$ cat src/rtl/reg_write_arbiter_pkg.sv
// Shared definitions for the register-file write-port arbiter.
package reg_arb_pkg;

    localparam int unsigned DEF_NREQ      = 3;
    localparam int unsigned DEF_DW        = 16;
    localparam int unsigned DEF_AW        = 2;
    localparam int unsigned DEF_MAX_BURST = 4;

    // Ceiling log2, usable in constant expressions.
    function automatic int unsigned clog2_u(input int unsigned n);
        int unsigned r;
        r = 0;
        for (int unsigned i = 0; i < 32; i++) begin
            if ((32'd1 << i) < n) r = i + 1;
        end
        return r;
    endfunction

    // Index width for owner/ptr (up to 4 requesters).
    localparam int unsigned IW = clog2_u(4);
    // Burst counter width (MAX_BURST up to 15).
    localparam int unsigned CW = clog2_u(16);

    typedef enum logic {ST_IDLE, ST_LOCKED} arb_state_t;

endpackage

$ cat src/rtl/reg_write_arbiter_if.sv
// Requester-side handshake and register-block write port of the arbiter.
interface reg_write_arbiter_if
    import reg_arb_pkg::*;
#(
    parameter int unsigned NREQ = DEF_NREQ,
    parameter int unsigned DW   = DEF_DW,
    parameter int unsigned AW   = DEF_AW
);
    logic [NREQ-1:0]    req_valid;
    logic [NREQ-1:0]    req_lock;
    logic [NREQ*AW-1:0] req_wn;
    logic [NREQ*DW-1:0] req_wd;
    logic [NREQ-1:0]    req_ready;
    logic               w;
    logic [AW-1:0]      wn;
    logic [DW-1:0]      wd;
    logic [IW-1:0]      owner;
    logic               locked;

    modport master (
        output req_valid, req_lock, req_wn, req_wd,
        input  req_ready, w, wn, wd, owner, locked
    );

    modport slave (
        input  req_valid, req_lock, req_wn, req_wd,
        output req_ready, w, wn, wd, owner, locked
    );
endinterface

$ cat src/rtl/reg_write_arbiter_rr_pick.sv
// Combinational rotating-priority encoder: first set bit at or above ptr, wrapping.
module rr_pick
    import reg_arb_pkg::*;
#(
    parameter int unsigned NREQ = DEF_NREQ
) (
    input  logic [NREQ-1:0] req,
    input  logic [IW-1:0]   ptr,
    output logic [NREQ-1:0] gnt,
    output logic [IW-1:0]   idx,
    output logic            any
);
    // Scan NREQ positions starting at ptr; keep the first hit.
    always_comb begin
        int unsigned j;
        logic [IW-1:0] jj;
        gnt = '0;
        idx = '0;
        any = 1'b0;
        j   = 0;
        jj  = '0;
        for (int unsigned k = 0; k < NREQ; k++) begin
            j  = (32'(ptr) + k) % NREQ;
            jj = IW'(j);
            if (!any && req[jj]) begin
                gnt[jj] = 1'b1;
                idx     = jj;
                any     = 1'b1;
            end
        end
    end
endmodule

$ cat src/rtl/reg_write_arbiter.sv
// Round-robin arbiter with bounded lock bursts in front of the register-block write port.
module reg_write_arbiter
    import reg_arb_pkg::*;
#(
    parameter int unsigned NREQ      = DEF_NREQ,
    parameter int unsigned DW        = DEF_DW,
    parameter int unsigned AW        = DEF_AW,
    parameter int unsigned MAX_BURST = DEF_MAX_BURST
) (
    input logic                clk,
    input logic                rst,
    reg_write_arbiter_if.slave bus
);
    arb_state_t      state;
    logic [IW-1:0]   ptr;
    logic [CW-1:0]   burst_cnt;
    logic [IW-1:0]   owner_q;
    logic            w_q;
    logic [AW-1:0]   wn_q;
    logic [DW-1:0]   wd_q;

    logic [NREQ-1:0] pick_gnt;
    logic [IW-1:0]   pick_idx;
    logic            pick_any;
    logic [NREQ-1:0] ready;
    logic [IW-1:0]   gnt_idx;
    logic            gnt_any;
    logic [AW-1:0]   sel_wn;
    logic [DW-1:0]   sel_wd;
    logic [IW-1:0]   next_ptr;

    rr_pick #(.NREQ(NREQ)) u_pick (
        .req (bus.req_valid),
        .ptr (ptr),
        .gnt (pick_gnt),
        .idx (pick_idx),
        .any (pick_any)
    );

    // Grant: round-robin pick when idle, only the holder when locked; forced low in reset.
    always_comb begin
        ready = '0;
        if (rst) begin
            if (state == ST_IDLE) begin
                ready = pick_gnt;
            end else if (bus.req_valid[owner_q]) begin
                ready[owner_q] = 1'b1;
            end
        end
    end

    assign gnt_idx  = (state == ST_IDLE) ? pick_idx : owner_q;
    assign gnt_any  = |ready;
    assign next_ptr = (pick_idx == IW'(NREQ - 1)) ? '0 : pick_idx + 1'b1;

    // Route the granted requester's address and data to the write registers.
    always_comb begin
        sel_wn = '0;
        sel_wd = '0;
        for (int unsigned i = 0; i < NREQ; i++) begin
            if (gnt_idx == IW'(i)) begin
                sel_wn = bus.req_wn[i*AW +: AW];
                sel_wd = bus.req_wd[i*DW +: DW];
            end
        end
    end

    // Arbitration FSM, burst counting and registered write port.
    always_ff @(posedge clk or negedge rst) begin
        if (!rst) begin
            state     <= ST_IDLE;
            ptr       <= '0;
            burst_cnt <= '0;
            owner_q   <= '0;
            w_q       <= 1'b0;
            wn_q      <= '0;
            wd_q      <= '0;
        end else begin
            w_q <= gnt_any;
            if (gnt_any) begin
                wn_q <= sel_wn;
                wd_q <= sel_wd;
            end
            case (state)
                ST_IDLE: begin
                    if (pick_any) begin
                        owner_q <= pick_idx;
                        ptr     <= next_ptr;
                        if (bus.req_lock[pick_idx] && (MAX_BURST > 1)) begin
                            state     <= ST_LOCKED;
                            burst_cnt <= CW'(1);
                        end
                    end
                end
                ST_LOCKED: begin
                    // ptr already points past the holder, so a release hands priority onward.
                    if (gnt_any) begin
                        burst_cnt <= burst_cnt + 1'b1;
                        if (!(bus.req_lock[owner_q] && ((32'(burst_cnt) + 1) < MAX_BURST))) begin
                            state     <= ST_IDLE;
                            burst_cnt <= '0;
                        end
                    end else begin
                        state     <= ST_IDLE;
                        burst_cnt <= '0;
                    end
                end
                default: begin
                    state     <= ST_IDLE;
                    burst_cnt <= '0;
                end
            endcase
        end
    end

    assign bus.req_ready = ready;
    assign bus.w         = w_q;
    assign bus.wn        = wn_q;
    assign bus.wd        = wd_q;
    assign bus.owner     = owner_q;
    assign bus.locked    = (state == ST_LOCKED);

endmodule
$ cat src/flat_wrapper.sv
// flat-port wrapper written by rule: the top's interface ports become plain ports
module reg_write_arbiter_flat import reg_arb_pkg::*;
#(
    parameter int unsigned NREQ      = DEF_NREQ,
    parameter int unsigned DW        = DEF_DW,
    parameter int unsigned AW        = DEF_AW,
    parameter int unsigned MAX_BURST = DEF_MAX_BURST
)
  (clk, rst, bus_req_valid, bus_req_lock, bus_req_wn, bus_req_wd, bus_req_ready, bus_w, bus_wn, bus_wd, bus_owner, bus_locked);
  reg_write_arbiter_if #(.NREQ(NREQ), .DW(DW), .AW(AW)) bus_i ();
  input logic clk;
  input logic rst;
  input wire logic [$bits(bus_i.req_valid)-1:0] bus_req_valid;
  input wire logic [$bits(bus_i.req_lock)-1:0] bus_req_lock;
  input wire logic [$bits(bus_i.req_wn)-1:0] bus_req_wn;
  input wire logic [$bits(bus_i.req_wd)-1:0] bus_req_wd;
  output wire logic [$bits(bus_i.req_ready)-1:0] bus_req_ready;
  output wire logic [$bits(bus_i.w)-1:0] bus_w;
  output wire logic [$bits(bus_i.wn)-1:0] bus_wn;
  output wire logic [$bits(bus_i.wd)-1:0] bus_wd;
  output wire logic [$bits(bus_i.owner)-1:0] bus_owner;
  output wire logic [$bits(bus_i.locked)-1:0] bus_locked;
  assign bus_i.req_valid = bus_req_valid;
  assign bus_i.req_lock = bus_req_lock;
  assign bus_i.req_wn = bus_req_wn;
  assign bus_i.req_wd = bus_req_wd;
  assign bus_req_ready = bus_i.req_ready;
  assign bus_w = bus_i.w;
  assign bus_wn = bus_i.wn;
  assign bus_wd = bus_i.wd;
  assign bus_owner = bus_i.owner;
  assign bus_locked = bus_i.locked;
  reg_write_arbiter #(.NREQ(NREQ), .DW(DW), .AW(AW), .MAX_BURST(MAX_BURST)) u_core (.clk(clk), .rst(rst), .bus(bus_i));
endmodule
$ cat config.mk
export PLATFORM = sky130hd
export DESIGN_NAME = reg_write_arbiter_flat
export DESIGN_NICKNAME = d
export VERILOG_FILES = /design/src/rtl/reg_write_arbiter_pkg.sv /design/src/rtl/reg_write_arbiter_if.sv /design/src/rtl/reg_write_arbiter_rr_pick.sv /design/src/rtl/reg_write_arbiter.sv /design/src/flat_wrapper.sv
export SDC_FILE = /design/constraint.sdc
export NUM_CORES = 1
export LEC_CHECK = 0
export CAP_MARGIN = 10
export CORE_MARGIN = 4
export CORE_UTILIZATION = 39
export DETAILED_ROUTE_END_ITERATION = 10
export PLACE_DENSITY = 0.75
export SETUP_SLACK_MARGIN = 0.2
export SYNTH_ARGS = -nofsm -noshare
export SYNTH_HDL_FRONTEND = slang
export SYNTH_SLANG_ARGS = --single-unit
$ cat constraint.sdc
create_clock -name clk -period 3.61 [get_ports clk]
set_input_delay 0.722 -clock clk [delete_from_list [all_inputs] [get_ports clk]]
set_output_delay 0.722 -clock clk [all_outputs]
set_load 0.01 [all_outputs]
==> impl_metrics.csv <==
group,metric,value,unit
synthesis,synth_edf_count,0,
floorplanning,ios,87,
setup_path,rr_worst_depth,10,
detailed_routing,drtAntennaViolNets,0,
synthesis,async_flop_share,1.000,
synthesis,seq_area_frac_synth,0.3211,
final_layout,utilization,0.6218,
setup_path,cpMostUsedCell,"clkdlybuf4s50_1",
worst_hold_path,hold_class,"reg -> reg",
global_routing,grt_overflow,0,
setup_path,cp.arrival,2610,ps
setup_path,crit_start,"bus_req_valid[2]",
synthesis,synth_area,2182,µm²
floorplanning,coreArea,5270,µm²
setup_path,max_stage_delay,580,ps
setup_path,worstPathRequired,2890,ps
clock_network,cts.htree.levels,1,
power_and_ir_drop,ir_drop,0.4314,mV
placement,dpl.cell_count,375,
setup_path,path_class,"in -> out",
setup_path,r2r-end,"u_core.bus.wd[12]",
sta,finalSetupTns,0,ps
worst_hold_path,min_path_cells,1,
global_routing,grt_max_degree,23,
clock_network,clkLatencyLatePin,280,ps
global_routing,antenna_found_initial,0,
setup_path,r2r_start,"u_core.ptr[0]",
synthesis,syn_nets,285,
placement,place_congestion,0.8486,
sta,rsz0062_at_grt,"yes",
floorplanning,die_h,82.80,µm
global_routing,track_usage,0.1891,
floorplanning,die_w,82.80,µm
final_layout,fin_cells,379,
worst_hold_path,hold_start,"u_core.burst_cnt[3]",
detailed_routing,vias,1992,
sta,hold_violations,0,
sta,fin_skew,13.11,ps
clock_network,cts_buffers,3,
setup_path,path_cells,"clkdlybuf4s50_1, buf_4, nor2b_1, mux2_1, a22oi_1, o32ai_2, clkdlybuf4s50_1",
sta,fin_crit,3333,ps
synthesis,yosys_warnings,0,
sta,setup_slack,276.9,ps
clock_network,postCtsSetupBuffers,0,
synthesis,synth_area_leader_cell,"dfrtp_1",
clock_network,cts_hold_buffers,0,
final_layout,post-route-cell-area,3277,µm²
sta,worstMarginPinSlew,546.2,ps
synthesis,synth_most_common_cell,"mux2i_1",
synthesis,synth_commonest_cells,"mux2i_1, dfrtp_1, nand2_1, mux2_4",
placement,dp_hpwl,5030,µm
setup_path,end_kind,"output port",
sta,relSlewSlack,0.6359,
placement,dp_slack,-36.86,ps
sta,final-setup-viol-count,0,
setup_path,slowest_stage,"clkdlybuf4s50_1",
power_and_ir_drop,p_total,3.262,mW
synthesis,synth.area.top_cells,"dfrtp_1, mux2i_1, mux2_4",
setup_path,crit_fanout,9,
power_and_ir_drop,p_leak,1.475,nW
final_layout,seq_area,700.7,µm²
final_layout,layout.nets,377,
synthesis,ys.flop_type,"dfrtp_1",
synthesis,synthCells,218,
final_layout,num_antenna_cells,0,
clock_network,clk_pin_slew,90,ps
sta,final.period_utilization,0.9233,
setup_path,regToRegSetupSlack,620,ps
sta,slew_viol_final,0,
sta,timing.hold.ws,494.0,ps
placement,placed_area,3209,µm²
detailed_routing,post_drt_wl_per_cell,16.83,µm
floorplanning,std_cell_rows,26,
clock_network,clk_path_buf_depth,2,
worst_hold_path,min_to,"u_core.burst_cnt[3]",
clock_network,clock_sinks,28,
run,cap_violations,0,
sta,fmax,300.0,MHz
detailed_routing,drtIter0Drc,121,
detailed_routing,route.final.wire_length,6379,µm
final_layout,area_growth,50.17,%
final_layout,drive_gt1_frac,0.1521,
outcome,status,"completed",
final_layout,multi_input_area,1400,µm²
final_layout,n_fill_cell,468,
global_routing,grt_first_pass_wirelength,10770,µm
synthesis,yosys.area.top_type_share,0.3211,
synthesis,synth_area_per_cell,10.01,µm²
synthesis,synth_cell_type_count,50,
detailed_routing,viasPerCell,5.256,
detailed_routing,first_pass_iters,4,
detailed_routing,drc,0,
clock_network,clockRootBuffer,"clkbuf_8",
setup_path,worst_setup_path_start_kind,"input pin",
synthesis,ys_ff_latch,28,
power_and_ir_drop,power_density,995.5,nW/µm²
floorplanning,die_area,6856,µm²
global_routing,grt_pass1_vias,2024,
clock_network,cts_tree,"done",
floorplanning,initial_core_util,0.4141,
placement,io_buffers,86,
==> placed cells by master, fill, tap and decap left out, types with 4 or more instances in the layout <==
master | synthesis | final
clkbuf_8 | 0 | 4
nand2_1 | 28 | 28
ha_1 | 5 | 5
dfrtp_1 | 28 | 28
mux2i_1 | 38 | 38
a22o_1 | 4 | 4
nor2_1 | 7 | 7
o21ai_0 | 6 | 5
and3b_1 | 4 | 4
clkdlybuf4s50_1 | 0 | 84
nor3_1 | 5 | 5
mux2_4 | 16 | 16
buf_4 | 3 | 15
inv_1 | 7 | 7
==> power breakdown <==
part / switching [mW] / internal (mW) / leakage [nW]
Combinational: 1.13 / 1.34 / 1.10
Clock: 0.0963 / 0.0976 / 0.0288
Sequential: 0.114 / 0.477 / 0.344
Total: 1.34 / 1.92 / 1.47
==> layout make-up <==
type / count / area share
well taps: 70 / 0.02673
inverters: 7 / 0.008018
repair buffers: 103 / 0.3074
flip-flops and latches: 28 / 0.2138
clock buffers: 4 / 0.01680
multi-input cells: 167 / 0.4273
==> worst max-delay path: cells and delay by family <==
kind                   cells  cell delay, ps
multiplexers               1             170
AO/OA/AOI/OAI              2             320
buffers and inverters      3            1210
AND/OR/NAND/NOR            1             180
==> layer usage <==
| layer | wire (µm) | vias up | track usage |
|---|---|---|---|
| li1 | - | 985 | - |
| met1 | 2657 | 935 | 0.2363 |
| met2 | 3324 | 66 | 0.3331 |
| met3 | 313 | 6 | 0.04158 |
| met4 | 83 | 0 | 0.04012 |
| met5 | 0 | - | 0 |
==> what timing repair did <==
action | CTS | global route
pin swaps | 1 | 0
gates resized for setup | 2 | 6
endpoints found under the setup margin | 2 | 3
cloned | 0 | 0
==> kinds of logic after synthesis <==
logic type,synth area share
muxes,0.3050
buffers and inverters,0.05505
DFF,0.3211
AOI/OAI and AO/OA,0.1411
adders and majority gates,0.02867
and+or+nand+nor,0.1491
==> flip-flops by register name (all words and copies together) (netlist names) <==
register,cells
u_core.ptr,2
u_core.bus.wd,16
u_core.burst_cnt,4
u_core.bus.locked,1
u_core.bus.w,1
u_core.bus.wn,2
u_core.bus.owner,2
==> how the worst max path moves through the flow <==
stage,depth (start not counted),to,slack (ps)
after floorplan,10,u_core.bus.wd[0],720
after global placement,7,bus_req_ready[0],-20
after detailed placement,7,bus_req_ready[0],-40
after CTS,7,bus_req_ready[0],190
after global routing,7,bus_req_ready[2],170
final,7,bus_req_ready[2],280
Power figures use the tool's default switching activity.
